File: src/rtl/mult_div.sv
// mult_div: multicycle signed multiply (radix-2 Booth) and divide (restoring)
// unit. The 2*DATA_W-bit result is held in HI/LO until the next completion.
module mult_div #(
    parameter int DATA_W = 32
) (
    input  logic              clk,
    input  logic              reset,
    input  logic              mult_start,
    input  logic              div_start,
    input  logic [DATA_W-1:0] a,
    input  logic [DATA_W-1:0] b,
    output logic [DATA_W-1:0] hi,
    output logic [DATA_W-1:0] lo,
    output logic              busy,
    output logic              done,
    output logic              div_zero
);

    localparam int CNT_W = $clog2(DATA_W) + 1;
    localparam logic [CNT_W-1:0] CNT_LAST = CNT_W'(DATA_W - 1);

    typedef enum logic [1:0] {
        ST_IDLE    = 2'd0,
        ST_MULT    = 2'd1,
        ST_DIV     = 2'd2,
        ST_DIV_FIX = 2'd3
    } state_t;

    state_t state_r, state_nxt_s;

    // Shared iteration datapath: Booth {A, Q, q-1} or divide {remainder, quotient}
    logic [CNT_W-1:0]  cnt_r,      cnt_nxt_s;
    logic [DATA_W:0]   acc_a_r,    acc_a_nxt_s;
    logic [DATA_W-1:0] acc_q_r,    acc_q_nxt_s;
    logic              acc_q1_r,   acc_q1_nxt_s;
    logic [DATA_W-1:0] opnd_b_r,   opnd_b_nxt_s;
    logic              neg_quo_r,  neg_quo_nxt_s;
    logic              neg_rem_r,  neg_rem_nxt_s;
    logic [DATA_W-1:0] hi_r,       hi_nxt_s;
    logic [DATA_W-1:0] lo_r,       lo_nxt_s;
    logic              busy_r,     busy_nxt_s;
    logic              done_r,     done_nxt_s;
    logic              div_zero_r, div_zero_nxt_s;

    // Booth step and restoring-divide step, both derived from the current state
    logic [DATA_W:0]   b_ext_s;
    logic [DATA_W:0]   booth_sum_s;
    logic [DATA_W:0]   booth_a_s;
    logic [DATA_W-1:0] booth_q_s;
    logic [DATA_W:0]   div_shift_s;
    logic [DATA_W:0]   div_trial_s;
    logic              div_ok_s;
    logic [DATA_W:0]   div_rem_s;
    logic [DATA_W-1:0] div_quo_s;
    logic [DATA_W-1:0] a_abs_s;
    logic [DATA_W-1:0] b_abs_s;
    logic [DATA_W-1:0] rem_mag_s;

    assign hi       = hi_r;
    assign lo       = lo_r;
    assign busy     = busy_r;
    assign done     = done_r;
    assign div_zero = div_zero_r;

    // Single-iteration arithmetic for multiply and divide plus operand magnitudes
    always_comb begin
        b_ext_s = {opnd_b_r[DATA_W-1], opnd_b_r};
        case ({acc_q_r[0], acc_q1_r})
            2'b01:   booth_sum_s = acc_a_r + b_ext_s;
            2'b10:   booth_sum_s = acc_a_r - b_ext_s;
            default: booth_sum_s = acc_a_r;
        endcase
        booth_a_s   = {booth_sum_s[DATA_W], booth_sum_s[DATA_W:1]};
        booth_q_s   = {booth_sum_s[0], acc_q_r[DATA_W-1:1]};

        div_shift_s = {acc_a_r[DATA_W-1:0], acc_q_r[DATA_W-1]};
        div_trial_s = div_shift_s - {1'b0, opnd_b_r};
        div_ok_s    = ~div_trial_s[DATA_W];
        if (div_ok_s) begin
            div_rem_s = div_trial_s;
        end else begin
            div_rem_s = div_shift_s;
        end
        div_quo_s   = {acc_q_r[DATA_W-2:0], div_ok_s};

        if (a[DATA_W-1]) begin
            a_abs_s = {DATA_W{1'b0}} - a;
        end else begin
            a_abs_s = a;
        end
        if (b[DATA_W-1]) begin
            b_abs_s = {DATA_W{1'b0}} - b;
        end else begin
            b_abs_s = b;
        end
        rem_mag_s = acc_a_r[DATA_W-1:0];
    end

    // Next-state and next-register-value logic for the control FSM
    always_comb begin
        state_nxt_s    = state_r;
        cnt_nxt_s      = cnt_r;
        acc_a_nxt_s    = acc_a_r;
        acc_q_nxt_s    = acc_q_r;
        acc_q1_nxt_s   = acc_q1_r;
        opnd_b_nxt_s   = opnd_b_r;
        neg_quo_nxt_s  = neg_quo_r;
        neg_rem_nxt_s  = neg_rem_r;
        hi_nxt_s       = hi_r;
        lo_nxt_s       = lo_r;
        busy_nxt_s     = busy_r;
        done_nxt_s     = 1'b0;
        div_zero_nxt_s = 1'b0;

        case (state_r)
            ST_IDLE: begin
                if (mult_start) begin
                    // Multiply has priority; a simultaneous divide is dropped
                    state_nxt_s  = ST_MULT;
                    cnt_nxt_s    = {CNT_W{1'b0}};
                    acc_a_nxt_s  = {(DATA_W+1){1'b0}};
                    acc_q_nxt_s  = a;
                    acc_q1_nxt_s = 1'b0;
                    opnd_b_nxt_s = b;
                    busy_nxt_s   = 1'b1;
                end else if (div_start) begin
                    if (b == {DATA_W{1'b0}}) begin
                        div_zero_nxt_s = 1'b1;
                    end else begin
                        state_nxt_s   = ST_DIV;
                        cnt_nxt_s     = {CNT_W{1'b0}};
                        acc_a_nxt_s   = {(DATA_W+1){1'b0}};
                        acc_q_nxt_s   = a_abs_s;
                        opnd_b_nxt_s  = b_abs_s;
                        neg_quo_nxt_s = a[DATA_W-1] ^ b[DATA_W-1];
                        neg_rem_nxt_s = a[DATA_W-1];
                        busy_nxt_s    = 1'b1;
                    end
                end else begin
                    busy_nxt_s = 1'b0;
                end
            end
            ST_MULT: begin
                acc_a_nxt_s  = booth_a_s;
                acc_q_nxt_s  = booth_q_s;
                acc_q1_nxt_s = acc_q_r[0];
                if (cnt_r == CNT_LAST) begin
                    // Final iteration writes the product straight into HI/LO
                    state_nxt_s = ST_IDLE;
                    cnt_nxt_s   = {CNT_W{1'b0}};
                    hi_nxt_s    = booth_a_s[DATA_W-1:0];
                    lo_nxt_s    = booth_q_s;
                    done_nxt_s  = 1'b1;
                    busy_nxt_s  = 1'b0;
                end else begin
                    cnt_nxt_s = cnt_r + CNT_W'(1);
                end
            end
            ST_DIV: begin
                acc_a_nxt_s = div_rem_s;
                acc_q_nxt_s = div_quo_s;
                if (cnt_r == CNT_LAST) begin
                    state_nxt_s = ST_DIV_FIX;
                    cnt_nxt_s   = {CNT_W{1'b0}};
                end else begin
                    cnt_nxt_s = cnt_r + CNT_W'(1);
                end
            end
            ST_DIV_FIX: begin
                // Truncating division: quotient sign a^b, remainder sign of a
                if (neg_quo_r) begin
                    lo_nxt_s = {DATA_W{1'b0}} - acc_q_r;
                end else begin
                    lo_nxt_s = acc_q_r;
                end
                if (neg_rem_r) begin
                    hi_nxt_s = {DATA_W{1'b0}} - rem_mag_s;
                end else begin
                    hi_nxt_s = rem_mag_s;
                end
                state_nxt_s = ST_IDLE;
                done_nxt_s  = 1'b1;
                busy_nxt_s  = 1'b0;
            end
            default: begin
                state_nxt_s = ST_IDLE;
                cnt_nxt_s   = {CNT_W{1'b0}};
                busy_nxt_s  = 1'b0;
            end
        endcase
    end

    // FSM state register with synchronous active-low reset
    always_ff @(posedge clk) begin
        if (!reset) begin
            state_r <= ST_IDLE;
        end else begin
            state_r <= state_nxt_s;
        end
    end

    // Datapath and output registers; reset discards any partial result
    always_ff @(posedge clk) begin
        if (!reset) begin
            cnt_r      <= {CNT_W{1'b0}};
            acc_a_r    <= {(DATA_W+1){1'b0}};
            acc_q_r    <= {DATA_W{1'b0}};
            acc_q1_r   <= 1'b0;
            opnd_b_r   <= {DATA_W{1'b0}};
            neg_quo_r  <= 1'b0;
            neg_rem_r  <= 1'b0;
            hi_r       <= {DATA_W{1'b0}};
            lo_r       <= {DATA_W{1'b0}};
            busy_r     <= 1'b0;
            done_r     <= 1'b0;
            div_zero_r <= 1'b0;
        end else begin
            cnt_r      <= cnt_nxt_s;
            acc_a_r    <= acc_a_nxt_s;
            acc_q_r    <= acc_q_nxt_s;
            acc_q1_r   <= acc_q1_nxt_s;
            opnd_b_r   <= opnd_b_nxt_s;
            neg_quo_r  <= neg_quo_nxt_s;
            neg_rem_r  <= neg_rem_nxt_s;
            hi_r       <= hi_nxt_s;
            lo_r       <= lo_nxt_s;
            busy_r     <= busy_nxt_s;
            done_r     <= done_nxt_s;
            div_zero_r <= div_zero_nxt_s;
        end
    end

endmodule

File: config.mk
export PLATFORM = sky130hd
export DESIGN_NAME = mult_div
export DESIGN_NICKNAME = d
export VERILOG_FILES = /design/src/rtl/mult_div.sv
export SDC_FILE = /design/constraint.sdc
export NUM_CORES = 1
export LEC_CHECK = 0
export CORE_ASPECT_RATIO = 0.7
export CORE_UTILIZATION = 54
export DETAILED_ROUTE_END_ITERATION = 8
export GPL_ROUTABILITY_DRIVEN = 0
export GPL_TIMING_DRIVEN = 1
export PLACE_DENSITY = 0.75
export SLEW_MARGIN = 25
export SYNTH_ARGS = -nofsm -noshare
export SYNTH_HDL_FRONTEND = slang
export SYNTH_SLANG_ARGS = --single-unit
File: constraint.sdc
create_clock -name clk -period 5.15 [get_ports clk]
set_clock_uncertainty 0.1 [all_clocks]
set_input_delay 1.03 -clock clk [delete_from_list [all_inputs] [get_ports clk]]
set_output_delay 1.03 -clock clk [all_outputs]
set_load 0.03 [all_outputs]
==> results.ini <==
[status]
status = finished with violations
violations = design-rule violations

[routing]
vias_per_cell = 6.56
drc_errors = 1
num_vias = 16600
first_iter_violations = 2201
wl_mm = 53.6
ant_nets = 0
wire_per_inst_microns = 21.1
firstDrtPassIters = 9

[final_layout]
antenna_cells = 0
final_cells = 2535
layout_commonest_cell = nand2_1
layout.nets = 2297
drive_gt1_share_pct = 5.50
syn_to_final_growth_pct = 14.4
layout_common_cells = nand2_1, dfxtp_1, a21oi_1

[global_route]
grt_use_total_pct = 36.0
grt_pass1_vias = 14600
grt_max_degree = 74
grt-ovfl-total = 0
antenna_found_initial = 0
grt_pass1_wl_mm = 82.5

[logic_synthesis]
ys_warn_count = 0
async_flop_share_pct = 0
syn_area_sq_mm = 0.0155
synthTopCellsByArea = dfxtp_1, nand2_1, ha_1
synth_top_area_share_pct = 22.6
syn_nets = 2248
ys.flop_type = dfxtp_1
syn_inst = 2102
synth_edf_count = 0
yosys_register_bits = 175
synth_top_area_cell = dfxtp_1
synth.distinct_cells = 80
synth-seq-area-share_pct = 22.6
syn_avg_cell_area_sq_um = 7.39

[pwr]
seq_power_share_pct = 25.8
peakVddDrop_uv = 836
leakagePower_nw = 7.18
clockPowerShare_pct = 16.5
internal_power_w = 0.00412
p_comb_share_pct = 57.7
sw_frac_of_total_pct = 50.4
p_per_area_mw_per_mm2 = 468
power.switching_w = 0.00420

[sta]
setup-violations-final = 0
setup_slack_ns = 0.241
period_share_pct = 95.3
tightest_slew_ns = 1.08
min_period_ns = 4.91
grt_setup_unrepaired = no
maxSlewViolCount = 0
slew_headroom_pct = 28.2
hold_viol_final = 0
timing.setup.tns_ns = 0
fmax_ghz = 0.204

[clock_tree]
worstSkewPairLatency_ns = 0.46
numCtsBuffers = 17
cts_sinks = 175
htree_levels = 4
clk_root_buffer_cell = clkbuf_16
cts_tree = yes
postCtsSetupBuffers = 0
cts.clk_slew.worst_paths_ns = 0.07
clockBufferDepth = 2

[place]
hpwl_mm = 40.6
port-buffer-count = 134
dp_slack_ns = 0.228
dpl.cell_count = 2503

[die]
io_pins = 135
num_rows = 51
start_util_pct = 55.4
die_x_microns = 205
dieArea_sq_mm = 0.0295
core_sq_mm = 0.0280
die_height_microns = 144

[setup_path]
path_max_fanout = 17
endpoint_kind = register
required_ns = 5.44
crit_type = reg2reg
cp-start-kind = register
r2r_cells = 19
critPathArrivalTime_ns = 5.20
rrSetupSlack_ns = 0.24

[worst_hold_path]
min_delay_path_depth = 2
hp-class = reg2reg

[flow_run]
cap_violations = 0

-- kinds of logic (layout without fill, tap and decap cells) --
kind of cell | count (synthesis) | count (layout) | share of synthesized area [%]
AND/OR/NAND/NOR | 702 | 702 | 21.6
adder cells (fa/ha/maj) | 78 | 78 | 6.38
multiplexers | 36 | 36 | 2.37
buffers and inverters | 227 | 289 | 5.74
AO/OA/AOI/OAI | 691 | 691 | 30.4
flip-flops | 175 | 175 | 22.6
XOR/XNOR | 193 | 193 | 10.9
-- Yosys cell counts (27+ instances only) --
cell type,count
nor2b_1,45
xor2_1,96
ha_1,76
xnor2_1,97
mux2i_1,30
nor3_1,34
o21ai_0,123
o211a_1,35
a211oi_1,36
nand2_1,286
a22oi_1,41
inv_1,70
o31ai_1,35
nor2_1,122
dfxtp_1,175
nand3_1,40
o211ai_1,61
a21boi_0,59
clkbuf_1,124
a21o_1,38
a21oi_1,143
and2_1,27
-- metal layers --
| metal | share of wire (%) | track usage (%) | routed length, microns |
|---|---|---|---|
| met5 | 0 | 0 | 0 |
| met4 | 2.7 | 10.4 | 1450 |
| met3 | 13 | 11.2 | 7010 |
| met2 | 39 | 49.0 | 21100 |
| met1 | 45 | 53.0 | 24000 |
-- critical path, cell delays in order, from the launching register on --
cell	delay, ns
dfxtp_1	0.43
ha_1	0.21
inv_1	0.06
fa_1	0.41
a21o_1	0.19
a221oi_1	0.40
a211oi_1	0.20
nor4_1	0.46
o21ai_0	0.24
a21bo_2	0.26
a31oi_1	0.29
o21ai_0	0.23
ha_4	0.45
buf_4	0.20
nor2_1	0.05
a211oi_1	0.28
a21oi_1	0.07
nor2_1	0.11
a22oi_1	0.08
nor2b_1	0.14
-- per-stage QoR --
stage	total power, W	utilization (%)	hold slack [ns]	area, sq um
2_1_floorplan	0.00539	-	0.358	15500
3_3_place_gp	0.00663	61.2	0.325	17200
3_5_place_dp	0.00673	61.2	0.335	17200
4_1_cts	0.00812	63.4	0.346	17800
5_1_grt	0.00879	63.4	0.357	17800
6_report	0.00832	63.4	0.346	17800
-- flip-flops by register name, summed over array words and instances, names as in the netlist --
register and cells:
acc_a_r 33, acc_q_r 32, state_r 2, neg_quo_r 1
acc_q1_r 1, div_zero 1, done 1, busy 1
cnt_r 6, hi 32, lo 32, opnd_b_r 32
neg_rem_r 1
-- power by group through the flow --
stage | clock network (W) | registers, W | logic (W)
4_1_cts | 0.00138 | 0.00209 | 0.00465
5_1_grt | 0.00143 | 0.00215 | 0.00520
3_5_place_dp | 0 | 0.00211 | 0.00461
2_1_floorplan | 0 | 0.00185 | 0.00354
6_report | 0.00137 | 0.00214 | 0.00480
3_3_place_gp | 0 | 0.00210 | 0.00453
-- path summary, 6_finish.rpt --
path,startpoint,end
worst min-delay path,hi[12],hi[12]
worst max-delay path,opnd_b_r[0],acc_a_r[2]
worst min register to register,hi[12],hi[12]
worst max register to register,opnd_b_r[0],acc_a_r[2]
-- area by class of cell --
| type | count | area (sq um) |
|---|---|---|
| Multi-Input combinational cell | 1700 | 11200 |
| Fill cell | 2479 | 10200 |
| Sequential cell | 175 | 3500 |
| Timing Repair Buffer | 187 | 1740 |
| Clock buffer | 25 | 505 |
| Tap cell | 371 | 464 |
| Inverter | 70 | 263 |
| Clock inverter | 7 | 101 |
-- what timing repair did --
action	in CTS	in global routing
gates resized for setup	0	3
hold buffers	0	0
setup endpoints to repair	0	18
Note: power is estimated with default switching activity, not from simulation.
